$ cat src/rtl/path_sched_pkg.sv
// Shared types and defaults for the path-count traversal scheduler.
package path_sched_pkg;

    localparam int NODE_IDX_WIDTH_DEF = 10;
    localparam int COUNTER_WIDTH_DEF  = 4;
    localparam int FIFO_DEPTH_DEF     = 32;

    typedef enum logic [3:0] {
        IDLE,
        SEED,
        POP,
        ADJ_RD,
        ADJ_WAIT,
        EDGE_RD,
        EDGE_WAIT,
        ACC_REQ,
        ACC_RSP,
        DONE
    } state_e;

    function automatic int ptr_width(input int depth);
        return $clog2(depth);
    endfunction

endpackage

$ cat src/rtl/path_sched_fifo.sv
// Work queue of node indices: power-of-two depth, wrapping pointers, head read from storage.
module path_sched_fifo
    import path_sched_pkg::*;
#(
    parameter int WIDTH = NODE_IDX_WIDTH_DEF,
    parameter int DEPTH = FIFO_DEPTH_DEF
) (
    input  logic             clk,
    input  logic             rst,
    input  logic             clr_i,
    input  logic             push_i,
    input  logic [WIDTH-1:0] push_data_i,
    input  logic             pop_i,
    output logic [WIDTH-1:0] head_o,
    output logic             full_o,
    output logic             empty_o
);
    localparam int PTR_W = ptr_width(DEPTH);

    logic [WIDTH-1:0] mem_q [DEPTH];
    logic [PTR_W-1:0] wr_ptr_q, rd_ptr_q;
    logic [PTR_W:0]   count_q;
    logic             do_push, do_pop;

    assign full_o  = (count_q == (PTR_W+1)'(DEPTH));
    assign empty_o = (count_q == '0);
    assign do_push = push_i && !full_o;
    assign do_pop  = pop_i && !empty_o;
    assign head_o  = mem_q[rd_ptr_q];

    always_ff @(posedge clk or posedge rst) begin
        if (rst) begin
            wr_ptr_q <= '0;
            rd_ptr_q <= '0;
            count_q  <= '0;
        end else if (clr_i) begin
            wr_ptr_q <= '0;
            rd_ptr_q <= '0;
            count_q  <= '0;
        end else begin
            if (do_push) begin
                wr_ptr_q <= wr_ptr_q + 1'b1;
                count_q  <= count_q + 1'b1;
            end else if (do_pop) begin
                rd_ptr_q <= rd_ptr_q + 1'b1;
                count_q  <= count_q - 1'b1;
            end
        end
    end

    // NOTE: storage is deliberately not reset; empty_o guards every read of stale data.
    always_ff @(posedge clk) begin
        if (do_push) mem_q[wr_ptr_q] <= push_data_i;
    end

endmodule

$ cat src/rtl/path_sched_ctrl.sv
// Traversal scheduler: pops nodes, walks their child lists and issues accumulate requests.
module path_sched_ctrl
    import path_sched_pkg::*;
#(
    parameter int NODE_IDX_WIDTH = NODE_IDX_WIDTH_DEF,
    parameter int COUNTER_WIDTH  = COUNTER_WIDTH_DEF,
    parameter int FIFO_DEPTH     = FIFO_DEPTH_DEF
) (
    input  logic                      clk,
    input  logic                      rst,
    input  logic                      part_sel,
    input  logic                      start_run,
    input  logic [NODE_IDX_WIDTH-1:0] start_idx_p1,
    input  logic [NODE_IDX_WIDTH-1:0] start_idx_p2,
    output logic                      adj_rd_en,
    output logic [NODE_IDX_WIDTH-1:0] adj_rd_node,
    input  logic [COUNTER_WIDTH-1:0]  adj_rd_cnt,
    output logic                      edge_rd_en,
    output logic [COUNTER_WIDTH-1:0]  edge_rd_slot,
    input  logic [NODE_IDX_WIDTH-1:0] edge_rd_child,
    output logic                      acc_valid,
    input  logic                      acc_ready,
    output logic [NODE_IDX_WIDTH-1:0] acc_src,
    output logic [NODE_IDX_WIDTH-1:0] acc_dst,
    input  logic                      acc_rsp_ready,
    output logic [NODE_IDX_WIDTH-1:0] node_idx_reg,
    output logic [NODE_IDX_WIDTH-1:0] next_node_idx,
    output logic [COUNTER_WIDTH-1:0]  next_node_counter,
    output logic                      busy,
    output logic                      done,
    output logic                      overflow
);
    state_e                    state_q, state_d;
    logic [NODE_IDX_WIDTH-1:0] node_idx_q, node_idx_d;
    logic [NODE_IDX_WIDTH-1:0] next_node_q, next_node_d;
    logic [NODE_IDX_WIDTH-1:0] start_idx_q, start_idx_d;
    logic [COUNTER_WIDTH-1:0]  counter_q, counter_d;
    logic [COUNTER_WIDTH-1:0]  child_cnt_q, child_cnt_d;
    logic                      overflow_q, overflow_d;
    logic                      done_q, done_d;

    logic                      fifo_clr, fifo_push, fifo_pop, fifo_full, fifo_empty;
    logic [NODE_IDX_WIDTH-1:0] fifo_push_data, fifo_head;

    path_sched_fifo #(
        .WIDTH (NODE_IDX_WIDTH),
        .DEPTH (FIFO_DEPTH)
    ) u_fifo (
        .clk         (clk),
        .rst         (rst),
        .clr_i       (fifo_clr),
        .push_i      (fifo_push),
        .push_data_i (fifo_push_data),
        .pop_i       (fifo_pop),
        .head_o      (fifo_head),
        .full_o      (fifo_full),
        .empty_o     (fifo_empty)
    );

    // NOTE: every signal gets its default before the case so no path can infer a latch.
    always_comb begin
        state_d        = state_q;
        node_idx_d     = node_idx_q;
        next_node_d    = next_node_q;
        start_idx_d    = start_idx_q;
        counter_d      = counter_q;
        child_cnt_d    = child_cnt_q;
        overflow_d     = overflow_q;
        done_d         = 1'b0;
        fifo_clr       = 1'b0;
        fifo_push      = 1'b0;
        fifo_pop       = 1'b0;
        fifo_push_data = next_node_q;

        case (state_q)
            IDLE, DONE: begin
                if (start_run) begin
                    state_d     = SEED;
                    fifo_clr    = 1'b1;
                    overflow_d  = 1'b0;
                    start_idx_d = part_sel ? start_idx_p2 : start_idx_p1;
                end
            end
            SEED: begin
                fifo_push      = 1'b1;
                fifo_push_data = start_idx_q;
                state_d        = POP;
            end
            POP: begin
                if (fifo_empty) begin
                    state_d = DONE;
                    done_d  = 1'b1;
                end else begin
                    fifo_pop   = 1'b1;
                    node_idx_d = fifo_head;
                    counter_d  = '0;
                    state_d    = ADJ_RD;
                end
            end
            ADJ_RD:   state_d = ADJ_WAIT;
            ADJ_WAIT: begin
                child_cnt_d = adj_rd_cnt;
                state_d     = (adj_rd_cnt == '0) ? POP : EDGE_RD;
            end
            EDGE_RD:  state_d = EDGE_WAIT;
            EDGE_WAIT: begin
                next_node_d = edge_rd_child;
                state_d     = ACC_REQ;
            end
            ACC_REQ: begin
                if (acc_ready) state_d = ACC_RSP;
            end
            ACC_RSP: begin
                fifo_push = acc_rsp_ready;
                // Count tops out at 2^W-1, so the last increment reaches it without wrapping.
                counter_d = counter_q + 1'b1;
                state_d   = (counter_d == child_cnt_q) ? POP : EDGE_RD;
            end
            default: state_d = IDLE;
        endcase

        if (fifo_push && fifo_full) overflow_d = 1'b1;
    end

    // NOTE: sequential state uses non-blocking assignments so all registers update together.
    always_ff @(posedge clk or posedge rst) begin
        if (rst) begin
            state_q     <= IDLE;
            node_idx_q  <= '0;
            next_node_q <= '0;
            start_idx_q <= '0;
            counter_q   <= '0;
            child_cnt_q <= '0;
            overflow_q  <= 1'b0;
            done_q      <= 1'b0;
        end else begin
            state_q     <= state_d;
            node_idx_q  <= node_idx_d;
            next_node_q <= next_node_d;
            start_idx_q <= start_idx_d;
            counter_q   <= counter_d;
            child_cnt_q <= child_cnt_d;
            overflow_q  <= overflow_d;
            done_q      <= done_d;
        end
    end

    // Request strobes decode the state register only; payloads come from registers.
    assign adj_rd_en         = (state_q == ADJ_RD);
    assign edge_rd_en        = (state_q == EDGE_RD);
    assign acc_valid         = (state_q == ACC_REQ);
    assign adj_rd_node       = node_idx_q;
    assign edge_rd_slot      = counter_q;
    assign acc_src           = node_idx_q;
    assign acc_dst           = next_node_q;
    assign node_idx_reg      = node_idx_q;
    assign next_node_idx     = next_node_q;
    assign next_node_counter = counter_q;
    assign busy              = (state_q != IDLE) && (state_q != DONE);
    assign done              = done_q;
    assign overflow          = overflow_q;

endmodule
$ cat config.mk
export PLATFORM = sky130hd
export DESIGN_NAME = path_sched_ctrl
export DESIGN_NICKNAME = d
export VERILOG_FILES = /design/src/rtl/path_sched_pkg.sv /design/src/rtl/path_sched_fifo.sv /design/src/rtl/path_sched_ctrl.sv
export SDC_FILE = /design/constraint.sdc
export NUM_CORES = 1
export LEC_CHECK = 0
export CAP_MARGIN = 20
export CORE_MARGIN = 2
export CORE_UTILIZATION = 45
export DETAILED_ROUTE_END_ITERATION = 12
export GPL_TIMING_DRIVEN = 0
export MAX_ROUTING_LAYER = met4
export PLACE_DENSITY = 0.72
export SLEW_MARGIN = 20
export SYNTH_ARGS = -nofsm -noshare
export SYNTH_HDL_FRONTEND = slang
export SYNTH_SLANG_ARGS = --single-unit
$ cat constraint.sdc
create_clock -name clk -period 5.77 [get_ports clk]
set_input_delay 0.8655 -clock clk [delete_from_list [all_inputs] [get_ports clk]]
set_output_delay 0.8655 -clock clk [all_outputs]
set_load 0.005 [all_outputs]
==> impl_summary.log, run 1 <==
INFO  metric htree_num_levels = 2
INFO  metric clock-sinks = 380
INFO  metric fin_worst_skew = 0.0221 ns
INFO  metric fin_crit_sh = 56.7%
INFO  metric final.setup.tns = 0 ns
INFO  metric period_minus_slack = ~3.3 ns
INFO  metric firstDrtPassIters = 7
INFO  metric synth.cell_area = 15700 sq um
INFO  metric critPathCaptureType = register
INFO  metric seq_area_frac_synth = between 70% and 80%
INFO  metric layout_commonest_cell = sky130_fd_sc_hd__edfxtp_1
INFO  metric worst_setup_hold_path_clk_slew = 0.06 ns
INFO  metric final_net_count = 1087
INFO  metric grt_remaining_overflow = 0
INFO  metric cp.arrival = about 3.4 ns
INFO  metric final.hold.worst_slack = roughly 0.48 ns
INFO  metric layout_common_cells = sky130_fd_sc_hd__edfxtp_1 (320), sky130_fd_sc_hd__clkdlybuf4s50_1 (102), sky130_fd_sc_hd__mux4_2 (72)
INFO  metric die_h = 191 um
INFO  metric post_cts.repair.setup_buffers = 0
INFO  metric slew_violations = 0
INFO  metric dp_cells = 1451
INFO  metric first_global_vias = 8807
INFO  metric start_kind = input pin
INFO  metric outcome = finished, final reports clean
INFO  metric vdd.ir_drop.worst = 0.000296 V
INFO  metric post_synth_num_cell_types = 57
INFO  metric rows = 68
INFO  metric number_of_antenna_violations_at_the_first_check_in_global_routing = 0
INFO  metric initial_core_util = a little under half
INFO  metric die_area = around 36000 sq um
INFO  metric drc = 0
INFO  metric grt_use_total = 20.0%
INFO  metric grt_max_degree = 50
INFO  metric synthToLayoutAreaGrowth = 18.8%
INFO  metric yosys_most_used_dff = sky130_fd_sc_hd__edfxtp_1
INFO  metric proportion_of_register_bits_with_asynchronous_set_or_reset_after_synthesis = between 10% and 20%
INFO  metric yosysWarningCount = 0
INFO  metric max_slew.worst_pin.slew = 1.08 ns
INFO  metric timing.final.setup_violations = 0
INFO  metric grt_pass1_wl = 52.5 mm
INFO  metric drt-wirelength-per-cell = 22.7 um
INFO  metric finalWirelength = 34.5 mm
INFO  metric drive_gt1_share = a little under a quarter
INFO  metric synth-seq-cells = 380
INFO  metric cts-hold-fix-buffers = 0
INFO  metric cts-resized-gates = 0
INFO  metric critPathKind = in -> reg
INFO  metric synth_enable_flop_cells = 320
INFO  metric globalplace.congestion = 0.918
INFO  metric synthesis.instances = between 800 and 900
INFO  metric clock.fmax = 0.306 GHz
INFO  metric pin_count = 104
INFO  metric static-leakage-power = 6.31 nW
INFO  metric crit_path_max_fanout = 10
INFO  metric max-clock-path-buffers = 3
INFO  metric timing.max_cap.violations = 0
INFO  metric timing_hold_violations_final = 0
INFO  metric vias = 8607
INFO  metric power-per-cell-area = 518 nW/um^2
INFO  metric worstSkewPairLatency = between 0.5 and 0.6 ns
INFO  metric synth_fp_nets = approximately 940
INFO  metric numPortBuffers = 102
INFO  metric core_region_area = 34400 sq um
INFO  metric antenna_left = 0
INFO  metric dr.first_iter.drc_count = 748
INFO  metric dpl.hpwl = roughly 22 mm
INFO  metric insertedDiodeCount = 0
INFO  metric cts_tree = done
INFO  metric numCtsBuffers = 38
INFO  metric timing.max_slew.rel_slack = ~28%
INFO  metric layout.cells.non_filler = approximately 1500
INFO  metric ctsRootBufferMaster = sky130_fd_sc_hd__clkbuf_16
INFO  metric worstPathRequired = 5.90 ns
INFO  metric syn_avg_cell_area = 17.5 sq um
INFO  metric vias_per_cell = 5.67
INFO  metric die_w = ~190 um
INFO  metric worst_hold_path_type = reg -> reg
INFO  metric grt_setup_unrepaired = false
==> state kept, by name, indices dropped and copies added, names as in the netlist <==
register / flops
u_fifo.mem_q: 320
acc_dst: 10
acc_src: 10
start_idx_q: 10
u_fifo.count_q: 6
u_fifo.rd_ptr_q: 5
u_fifo.wr_ptr_q: 5
child_cnt_q: 4
edge_rd_slot: 4
state_q: 4
done: 1
overflow: 1
==> worst max-delay path: stages <==
cell	delay, ns
sky130_fd_sc_hd__clkdlybuf4s50_1	0.46
sky130_fd_sc_hd__nand3b_1	0.09
sky130_fd_sc_hd__a21boi_2	0.51
sky130_fd_sc_hd__nand2_8	0.14
sky130_fd_sc_hd__inv_6	0.12
sky130_fd_sc_hd__nand2_1	0.31
sky130_fd_sc_hd__nor2_1	0.90
==> logic make-up (layout without fill, tap and decap cells) <==
group,after synthesis,count (layout),share of synthesized area [%]
buffers and inverters,84,255,3.06
multiplexers,131,131,14.5
XOR/XNOR,15,15,0.934
AO/OA/AOI/OAI,93,93,3.97
adder cells (fa/ha/maj),11,11,0.926
flip-flops,380,380,70.9
AND/OR/NAND/NOR,179,179,5.74
==> cell usage after synthesis, drive strengths merged, types with 2 or more instances <==
| cell type | count | area, sq um |
|---|---|---|
| nor4b | 3 | 26.3 |
| xor2 | 9 | 78.8 |
| o21ai | 22 | 110 |
| dfrtp | 60 | 1500 |
| nand2b | 7 | 43.8 |
| mux4 | 72 | 1620 |
| nor3 | 5 | 30.0 |
| a221oi | 9 | 78.8 |
| a21oi | 15 | 78.8 |
| mux2 | 42 | 473 |
| xnor2 | 5 | 43.8 |
| ha | 10 | 125 |
| inv | 8 | 35.0 |
| or3b | 5 | 43.8 |
| edfxtp | 320 | 9610 |
| and2 | 2 | 12.5 |
| clkbuf | 16 | 60.1 |
| nor2b | 11 | 68.8 |
| nor2 | 55 | 206 |
| buf | 60 | 384 |
| a211oi | 5 | 37.5 |
| nand3b | 5 | 37.5 |
| or4 | 2 | 18.8 |
| nand4 | 3 | 18.8 |
| nor3b | 3 | 22.5 |
| o31ai | 2 | 15.0 |
| and3 | 12 | 75.1 |
| o41ai | 9 | 78.8 |
| nand3 | 13 | 70.1 |
| a21o | 5 | 40.0 |
| nand2 | 50 | 204 |
| o22ai | 18 | 113 |
| mux2i | 17 | 170 |
==> through the flow <==
stage | utilization [%] | worst slack (ns) | total power [mW] | cell area [sq um]
finish | 54.1 | 2.50 | 9.64 | 18600
global route | 54.1 | 2.31 | 10.0 | 18600
CTS | 54.1 | 2.46 | 9.70 | 18600
detailed placement | 50.3 | 1.92 | 7.10 | 17300
global placement | 50.2 | 1.97 | 7.00 | 17300
floorplan | - | 2.97 | 5.80 | 15700
==> per-layer routing <==
layer	GRT usage, %	vias to the layer above	wire [um]	part of all wire (%)
li1	-	3776	-	-
met1	26.3	4448	14300	42
met2	32.5	324	17200	50
met3	3.24	59	2220	6.4
met4	5.61	0	737	2.1
met5	-	-	0	0
==> final timing paths <==
path / slack (ns) / from / end / cells past startpoint
hold reg to reg: 0.48 / start_idx_q[1] / start_idx_q[1] / 2
setup reg to reg: 2.51 / state_q[2] / u_fifo.mem_q[5][7] / 7
min in group asynchronous: 0.60 / rst / acc_dst[7] / 2
setup / recovery: 2.50 / acc_rsp_ready / u_fifo.mem_q[5][7] / 7
hold / removal: 0.48 / start_idx_q[1] / start_idx_q[1] / 2
max in group asynchronous: 4.66 / rst / acc_src[0] / 3
==> where the power goes <==
group	leakage, nW	internal [mW]	switching [mW]	total (mW)
Combinational	2.01	1.35	1.77	3.11
Clock	0.648	1.60	0.998	2.60
Sequential	3.65	3.74	0.190	3.93
Total	6.31	6.69	2.96	9.64
==> layout make-up <==
| class | count | area [sq um] |
|---|---|---|
| Buffer | 76 | 444 |
| Clock buffer | 51 | 1060 |
| Multi-Input combinational cell | 429 | 4080 |
| Fill cell | 2681 | 15800 |
| Clock inverter | 17 | 259 |
| Tap cell | 455 | 569 |
| Sequential cell | 380 | 11100 |
| Timing Repair Buffer | 103 | 1050 |
| Inverter | 8 | 37.5 |
No activity file was read; power rests on OpenSTA's default activity.
==> inputs of run 2 (changes only) <==
--- a/config.mk
+++ b/config.mk
@@ -11,7 +11,7 @@
 export DETAILED_ROUTE_END_ITERATION = 12
 export GPL_TIMING_DRIVEN = 0
 export MAX_ROUTING_LAYER = met4
-export PLACE_DENSITY = 0.72
+export PLACE_DENSITY = 0.75
 export SLEW_MARGIN = 20
 export SYNTH_ARGS = -nofsm -noshare
 export SYNTH_HDL_FRONTEND = slang
==> constraint.sdc (replaced) <==
create_clock -name clk -period 2.9 [get_ports clk]
set_input_delay 0.435 -clock clk [delete_from_list [all_inputs] [get_ports clk]]
set_output_delay 0.435 -clock clk [all_outputs]
set_load 0.005 [all_outputs]
==> run 2 against run 1 <==
Compared with the run above:
- the flow now finishes with violations (negative setup slack)
- register-to-register slack worse by 2.6 ns
- wire length up 0.65%
- core utilization up 1.1 points
==> impl_summary.log, run 2 (synthesis gave the netlist of run 1 again) <==
INFO  metric timing.rr.end = u_fifo.count_q[4]
INFO  metric largest_delay_share_family_worst_path = simple AND/OR/NAND/NOR gates
INFO  metric die_w = 191 um (unchanged)
INFO  metric combined_area_of_the_multi_input_logic_cells = 4340 sq um (+6.4%)
INFO  metric vias_per_cell = 5.70 (+0.54%)
INFO  metric path_cells = or4_4, or3b_1, buf_6, nand2_8, buf_6, ha_4, nor2b_1, o21a_1, o21ai_1, or3b_1, a21oi_1
INFO  metric post-route-cell-area = 19000 sq um (+2.1%)
INFO  metric cp.arrival = 3.39 ns (about the same)
INFO  metric final.setup.worst_slack = -0.0476 ns (-2.55 ns)
INFO  metric rows = 68 (unchanged)
INFO  metric finalWirelength = 34.7 mm (+0.65%)
INFO  metric vias = 8756 (+1.7%)
INFO  metric cts_tree = done
INFO  metric grt_remaining_overflow = 0 (unchanged)
INFO  metric layout_commonest_cell = sky130_fd_sc_hd__edfxtp_1
INFO  metric reg2regPathDepth = 11 (+4)
INFO  metric number_of_antenna_violations_at_the_first_check_in_global_routing = 0 (unchanged)
INFO  metric highest-signal-layer = met4
INFO  metric power-per-cell-area = 1010 nW/um^2 (+95%)
INFO  metric timing.critical_path.slowest_cell_delay = 0.56 ns (-0.34 ns)
INFO  metric max-clock-path-buffers = 3 (unchanged)
INFO  metric numCtsBuffers = 38 (unchanged)
INFO  metric filler_cell_count = 2594 (-3.2%)
INFO  metric design_power_total = 19.2 mW (+99%)
INFO  metric route.met3.wl = 2.29 mm (+3.0%)
INFO  metric fin_worst_skew = 0.0141 ns (-0.00802 ns)
INFO  metric drc = 0 (unchanged)
INFO  metric reg2reg_from = u_fifo.count_q[3]
INFO  metric area_of_placed_instances = 17300 sq um (unchanged)
INFO  metric final.setup.tns = -0.0476 ns (-0.0476 ns)
INFO  metric worstSkewPairLatency = 0.52 ns (about the same)
INFO  metric largest_register = u_fifo.mem_q
INFO  metric vdd.ir_drop.worst = 0.000718 V (+140%)
INFO  metric numPortBuffers = 102 (unchanged)
INFO  metric dr.first_iter.drc_count = 832 (+11%)
INFO  metric max_ffs_per_register = 320 (unchanged)
INFO  metric initial_core_util = 45.6% (unchanged)
INFO  metric globalplace.congestion = 0.855 (-6.9%)
INFO  metric core_region_area = 34400 sq um (unchanged)
INFO  metric dpl.hpwl = 21.7 mm (-1.6%)
INFO  metric clock.fmax = 0.339 GHz
INFO  metric slew_violations = 0 (unchanged)
INFO  metric cts-hold-fix-buffers = 0 (unchanged)
INFO  metric grt_max_degree = 50 (unchanged)
INFO  metric antenna_left = 0 (unchanged)
INFO  metric die_area = 36300 sq um (unchanged)
INFO  metric wl_met1 = 13.8 mm (-3.7%)
INFO  metric worstPathRequired = 3.34 ns (-2.56 ns)
INFO  metric start_kind = register
INFO  metric met2_wirelength = 17.6 mm (+2.1%)
INFO  metric grt_use_total = 19.9% (-0.063 points)
INFO  metric post-place-ws = -0.498 ns (-2.42 ns)
INFO  metric timing.max_slew.rel_slack = 46.0% (+18 points)
INFO  metric clock-sinks = 380 (unchanged)
INFO  metric layout.cells.non_filler = 1537 (+1.2%)
INFO  metric failing_checks = negative setup slack
INFO  metric critPathKind = reg -> reg
INFO  metric worst_setup_hold_path_clk_slew = 0.06 ns (about the same)
INFO  metric drt-wirelength-per-cell = 22.6 um (-0.52%)
INFO  metric critical_path_buf_inv_count = 2 (unchanged)
INFO  metric insertedDiodeCount = 0 (unchanged)
INFO  metric drive_gt1_share = 27.3% (+4.7 points)
INFO  metric die_h = 191 um (unchanged)
INFO  metric period_minus_slack = 2.95 ns
INFO  metric pin_count = 104 (unchanged)
INFO  metric rrSetupSlack = -0.05 ns (-2.56 ns)
INFO  metric dp_cells = 1451 (unchanged)
INFO  metric outcome = finished with violations
INFO  metric htree_num_levels = 2 (unchanged)
INFO  metric grt_pass1_wl = 52.2 mm (-0.60%)
INFO  metric max_slew.worst_pin.slew = 0.810 ns (-0.270 ns)
INFO  metric crit_path_start = u_fifo.count_q[3]
INFO  metric layout_common_cells = sky130_fd_sc_hd__edfxtp_1 (320), sky130_fd_sc_hd__clkdlybuf4s50_1 (102), sky130_fd_sc_hd__mux4_2 (72)
INFO  metric layout.area.seq = 11100 sq um (unchanged)
INFO  metric final_net_count = 1105 (+1.7%)
INFO  metric first_global_vias = 8798 (-0.10%)
INFO  metric worst_hold_path_type = in -> async
INFO  metric timing_hold_violations_final = 0 (unchanged)
INFO  metric grt_setup_unrepaired = true
INFO  metric timing.final.setup_violations = 1 (+1)
INFO  metric critPathCaptureType = register
INFO  metric ctsRootBufferMaster = sky130_fd_sc_hd__clkbuf_16
INFO  metric crit_path_max_fanout = 6 (-4)
INFO  metric timing.max_cap.violations = 0 (unchanged)
INFO  metric firstDrtPassIters = 5 (-2)
INFO  metric synthToLayoutAreaGrowth = 21.2%
INFO  metric crit_path_top_delay_cell = sky130_fd_sc_hd__or4_4
INFO  metric static-leakage-power = 6.38 nW (+1.1%)
INFO  metric fin_crit_sh = 102%
[run 2: power by group]
part	leakage [nW]	internal, mW	switching, mW
Sequential	3.65	7.43	0.361
Clock	0.586	2.83	1.97
Combinational	2.14	2.89	3.71
[run 2: worst max-delay path by stage]
stage,to,slack (ns),depth (start not counted)
finish,u_fifo.count_q[4],-0.05,11
global placement,u_fifo.mem_q[24][2],-0.43,7
global route,u_fifo.count_q[4],-0.12,11
detailed placement,u_fifo.mem_q[21][1],-0.50,7
floorplan,u_fifo.count_q[5],0.1,10
CTS,u_fifo.mem_q[30][3],-0.08,7
[run 2: cell type report]
class                   instances  share of cell area [%]
plain buffers                  76                    2.34
multi-input cells             429                    22.9
inverters                       8                   0.198
well taps                     455                    3.00
clock inverters                18                    1.03
repair buffers                121                    6.71
clock buffers                  50                    5.36
flip-flops and latches        380                    58.5
[run 2: layer usage]
metal	up-vias	track usage, %
met5	-	-
met4	0	6.92
met3	66	2.72
met2	393	32.4
met1	4478	26.0
li1	3819	-
[run 2: timing repair]
item                       CTS  global route
setup endpoints to repair  322           292
resized for setup           44            30
cloned                       0             0
pin swaps                    3            13
buffers inserted             4            14
hold endpoints to repair     0             0
[run 2: stage by stage]
step,utilization (%),hold WS (ns)
2_1_floorplan,-,0.444
3_3_place_gp,50.2,0.455
3_5_place_dp,50.3,0.465
4_1_cts,54.3,0.170
5_1_grt,55.3,0.196
6_report,55.3,0.175
==> inputs of run 3 (changes only) <==
--- a/config.mk
+++ b/config.mk
@@ -11,8 +11,9 @@
 export DETAILED_ROUTE_END_ITERATION = 12
 export GPL_TIMING_DRIVEN = 0
 export MAX_ROUTING_LAYER = met4
-export PLACE_DENSITY = 0.75
-export SLEW_MARGIN = 20
+export PLACE_DENSITY = 0.72
+export REMOVE_ABC_BUFFERS = 1
+export SLEW_MARGIN = 25
 export SYNTH_ARGS = -nofsm -noshare
 export SYNTH_HDL_FRONTEND = slang
 export SYNTH_SLANG_ARGS = --single-unit
==> constraint.sdc (replaced) <==
create_clock -name clk -period 3.3 [get_ports clk]
set_input_delay 0.495 -clock clk [delete_from_list [all_inputs] [get_ports clk]]
set_output_delay 0.495 -clock clk [all_outputs]
set_load 0.005 [all_outputs]
==> run 3 against run 2 <==
Compared with the run above:
- design area shrank 3.1%
- fmax fell by 4.6%
- flip-flop and latch count unchanged
- largest power group unchanged
- the run now ends clean
==> impl_summary.log, run 3 (synthesis gave the netlist of run 1 again) <==
INFO  metric die_area = 36300 sq um (unchanged)
INFO  metric crit_path_max_fanout = 7 (+1)
INFO  metric dpl.hpwl = 19.9 mm (-8.0%)
INFO  metric drt-wirelength-per-cell = 22.7 um (+0.35%)
INFO  metric max_ffs_per_register = 320 (unchanged)
INFO  metric p_seq_share = 43.1% (+2.5 points)
INFO  metric synthToLayoutAreaGrowth = 17.5%
INFO  metric final_net_count = 1019 (-7.8%)
INFO  metric timing.final.setup_violations = 0 (-1)
INFO  metric antenna_left = 0 (unchanged)
INFO  metric dp_cells = 1383 (-4.7%)
INFO  metric fin_worst_skew = 0.0203 ns (+0.00627 ns)
INFO  metric ctsRootBufferMaster = sky130_fd_sc_hd__clkbuf_16
INFO  metric period_minus_slack = 3.09 ns (+0.142 ns)
INFO  metric largest_register = u_fifo.mem_q
INFO  metric clock.fmax = 0.324 GHz (-4.6%)
INFO  metric vias = 8237 (-5.9%)
INFO  metric worstPathRequired = 3.73 ns (+0.39 ns)
INFO  metric route.met3.wl = 1.77 mm (-23%)
INFO  metric start_kind = register
INFO  metric first_global_vias = 8449 (-4.0%)
INFO  metric max-clock-path-buffers = 3 (unchanged)
INFO  metric power.combinational.fraction = 29.7% (-4.7 points)
INFO  metric core_region_area = 34400 sq um (unchanged)
INFO  metric power_report.internal_total = 11.4 mW (-13%)
INFO  metric pin_count = 104 (unchanged)
INFO  metric grt_use_total = 19.1% (-0.82 points)
INFO  metric cp.arrival = 3.51 ns (+0.12 ns)
INFO  metric rows = 68 (unchanged)
INFO  metric power-per-cell-area = 888 nW/um^2 (-12%)
INFO  metric power_frac_clock = 27.2% (+2.2 points)
INFO  metric path_cells = or4_4, or3b_4, nand2_8, ha_1, a211oi_1, o21bai_1, a21o_2, a21o_1, a211oi_1
INFO  metric fin_crit_sh = 93.6% (-8.0 points)
INFO  metric design_power_total = 16.3 mW (-15%)
INFO  metric htree_num_levels = 2 (unchanged)
INFO  metric drive_gt1_share = 23.6% (-3.7 points)
INFO  metric numCtsBuffers = 38 (unchanged)
INFO  metric die_w = 191 um (unchanged)
INFO  metric highest-signal-layer = met4
INFO  metric rrSetupSlack = 0.21 ns (+0.26 ns)
INFO  metric grt_max_degree = 50 (unchanged)
INFO  metric layout_common_cells = sky130_fd_sc_hd__edfxtp_1 (320), sky130_fd_sc_hd__clkdlybuf4s50_1 (103), sky130_fd_sc_hd__mux4_2 (72)
INFO  metric power_switching = 4.96 mW (-18%)
INFO  metric timing.critical_path.slowest_cell_delay = 0.60 ns (+0.04 ns)
INFO  metric dr.first_iter.drc_count = 812 (-2.4%)
INFO  metric initial_core_util = 45.6% (unchanged)
INFO  metric reg2reg_from = u_fifo.count_q[0]
INFO  metric number_of_antenna_violations_at_the_first_check_in_global_routing = 0 (unchanged)
INFO  metric numPortBuffers = 103 (+0.98%)
INFO  metric cts_tree = done
INFO  metric worst_setup_hold_path_clk_slew = 0.06 ns (about the same)
INFO  metric grt_remaining_overflow = 0 (unchanged)
INFO  metric static-leakage-power = 6.07 nW (-4.8%)
INFO  metric slew_violations = 0 (unchanged)
INFO  metric met2_wirelength = 17.3 mm (-1.7%)
INFO  metric vias_per_cell = 5.67 (-0.49%)
INFO  metric finalWirelength = 33.0 mm (-5.1%)
INFO  metric wl_met1 = 13.2 mm (-4.1%)
INFO  metric max_slew.worst_pin.slew = 0.968 ns (+0.158 ns)
INFO  metric vdd.ir_drop.worst = 0.000736 V (+2.6%)
INFO  metric timing.max_cap.violations = 0 (unchanged)
INFO  metric crit_path_top_delay_cell = sky130_fd_sc_hd__or4_4
INFO  metric globalplace.congestion = 0.796 (-6.9%)
INFO  metric switching_share = 30.4% (-1.1 points)
INFO  metric timing.critical_path.mode_cell = sky130_fd_sc_hd__a211oi_1
INFO  metric critPathCaptureType = register
INFO  metric firstDrtPassIters = 7 (+2)
INFO  metric outcome = finished, final reports clean
INFO  metric grt_setup_unrepaired = false
INFO  metric layout.core_utilization = 53.5% (-1.7 points)
INFO  metric worstSkewPairLatency = 0.53 ns (about the same)
INFO  metric critPathKind = reg -> reg
INFO  metric worst_hold_path_type = in -> async
INFO  metric timing.max_slew.rel_slack = 35.3% (-11 points)
INFO  metric clock-sinks = 380 (unchanged)
INFO  metric layout_commonest_cell = sky130_fd_sc_hd__edfxtp_1
INFO  metric reg2regPathDepth = 9 (-2)
INFO  metric timing.rr.end = u_fifo.count_q[5]
INFO  metric timing_hold_violations_final = 0 (unchanged)
INFO  metric die_h = 191 um (unchanged)
INFO  metric layout.cells.non_filler = 1453 (-5.5%)
INFO  metric drc = 0 (unchanged)
INFO  metric grt_pass1_wl = 50.3 mm (-3.5%)
## run 3: changes by cell type in the layout (fill, tap and decap cells not counted), sizes merged
cell	change
bufinv	+1
inv	+1
clkbuf	-20
clkdlybuf4s50	+1
diode	+1
buf	-70
clkinvlp	+2
## run 3: area by class of cell
class / count / area, sq um
tap: 455 / 569
clock inverter: 22 / 253
multi-input combinational: 429 / 4180
timing repair buffer: 111 / 1190
sequential: 380 / 11100
inverter: 8 / 37.5
clock buffer: 47 / 1050
antenna: 1 / 2.50
fill: 2701 / 16000
## run 3: worst max path at each step
stage	startpoint	to	slack, ns	cells after the start
2_1_floorplan	u_fifo.rd_ptr_q[0]	acc_src[6]	-0.59	3
3_3_place_gp	u_fifo.rd_ptr_q[0]	acc_src[3]	-2.78	3
3_5_place_dp	acc_rsp_ready	u_fifo.mem_q[14][9]	-0.23	7
4_1_cts	state_q[3]	u_fifo.mem_q[12][6]	0.02	6
5_1_grt	u_fifo.count_q[0]	u_fifo.count_q[5]	0.02	9
6_report	u_fifo.count_q[0]	u_fifo.count_q[5]	0.21	9
## run 3: power groups by stage
stage	logic (mW)	clock network (mW)	registers, mW
floorplan	2.68	0	7.19
global placement	4.42	0	7.43
detailed placement	4.85	0	7.15
CTS	4.88	4.51	7.05
global route	5.30	4.68	7.11
finish	4.86	4.44	7.04
## run 3: per-layer routing
layer | track usage (%) | vias to the layer above
li1 | - | 3638
met1 | 24.2 | 4279
met2 | 32.9 | 274
met3 | 2.41 | 46
met4 | 4.95 | 0
met5 | - | -
## run 3: worst max-delay path: cells and delay by family (launching register included)
kind / cells / cell delay [ns]
adders and majority gates: 1 / 0.25
AOI/OAI and AO/OA: 5 / 1.10
and+or+nand+nor: 3 / 1.25
DFF: 1 / 0.41
## run 3: through the flow
stage | setup WS, ns | cell area [sq um] | hold WS [ns] | setup TNS, ns
2_1_floorplan | -0.592 | 15200 | 0.444 | -5.72
3_3_place_gp | -2.78 | 16800 | 0.459 | -55.64
3_5_place_dp | -0.226 | 17000 | 0.465 | -23.12
4_1_cts | 0.0241 | 18300 | 0.237 | 0
5_1_grt | 0.0238 | 18400 | 0.253 | 0
6_report | 0.211 | 18400 | 0.243 | 0
## run 3: timing repair
item / 4_1_cts / 5_1_grt
endpoints found under the setup margin: 10 / 91
buffers inserted: 0 / 0
hold buffers: 0 / 0
gates resized for setup: 1 / 12
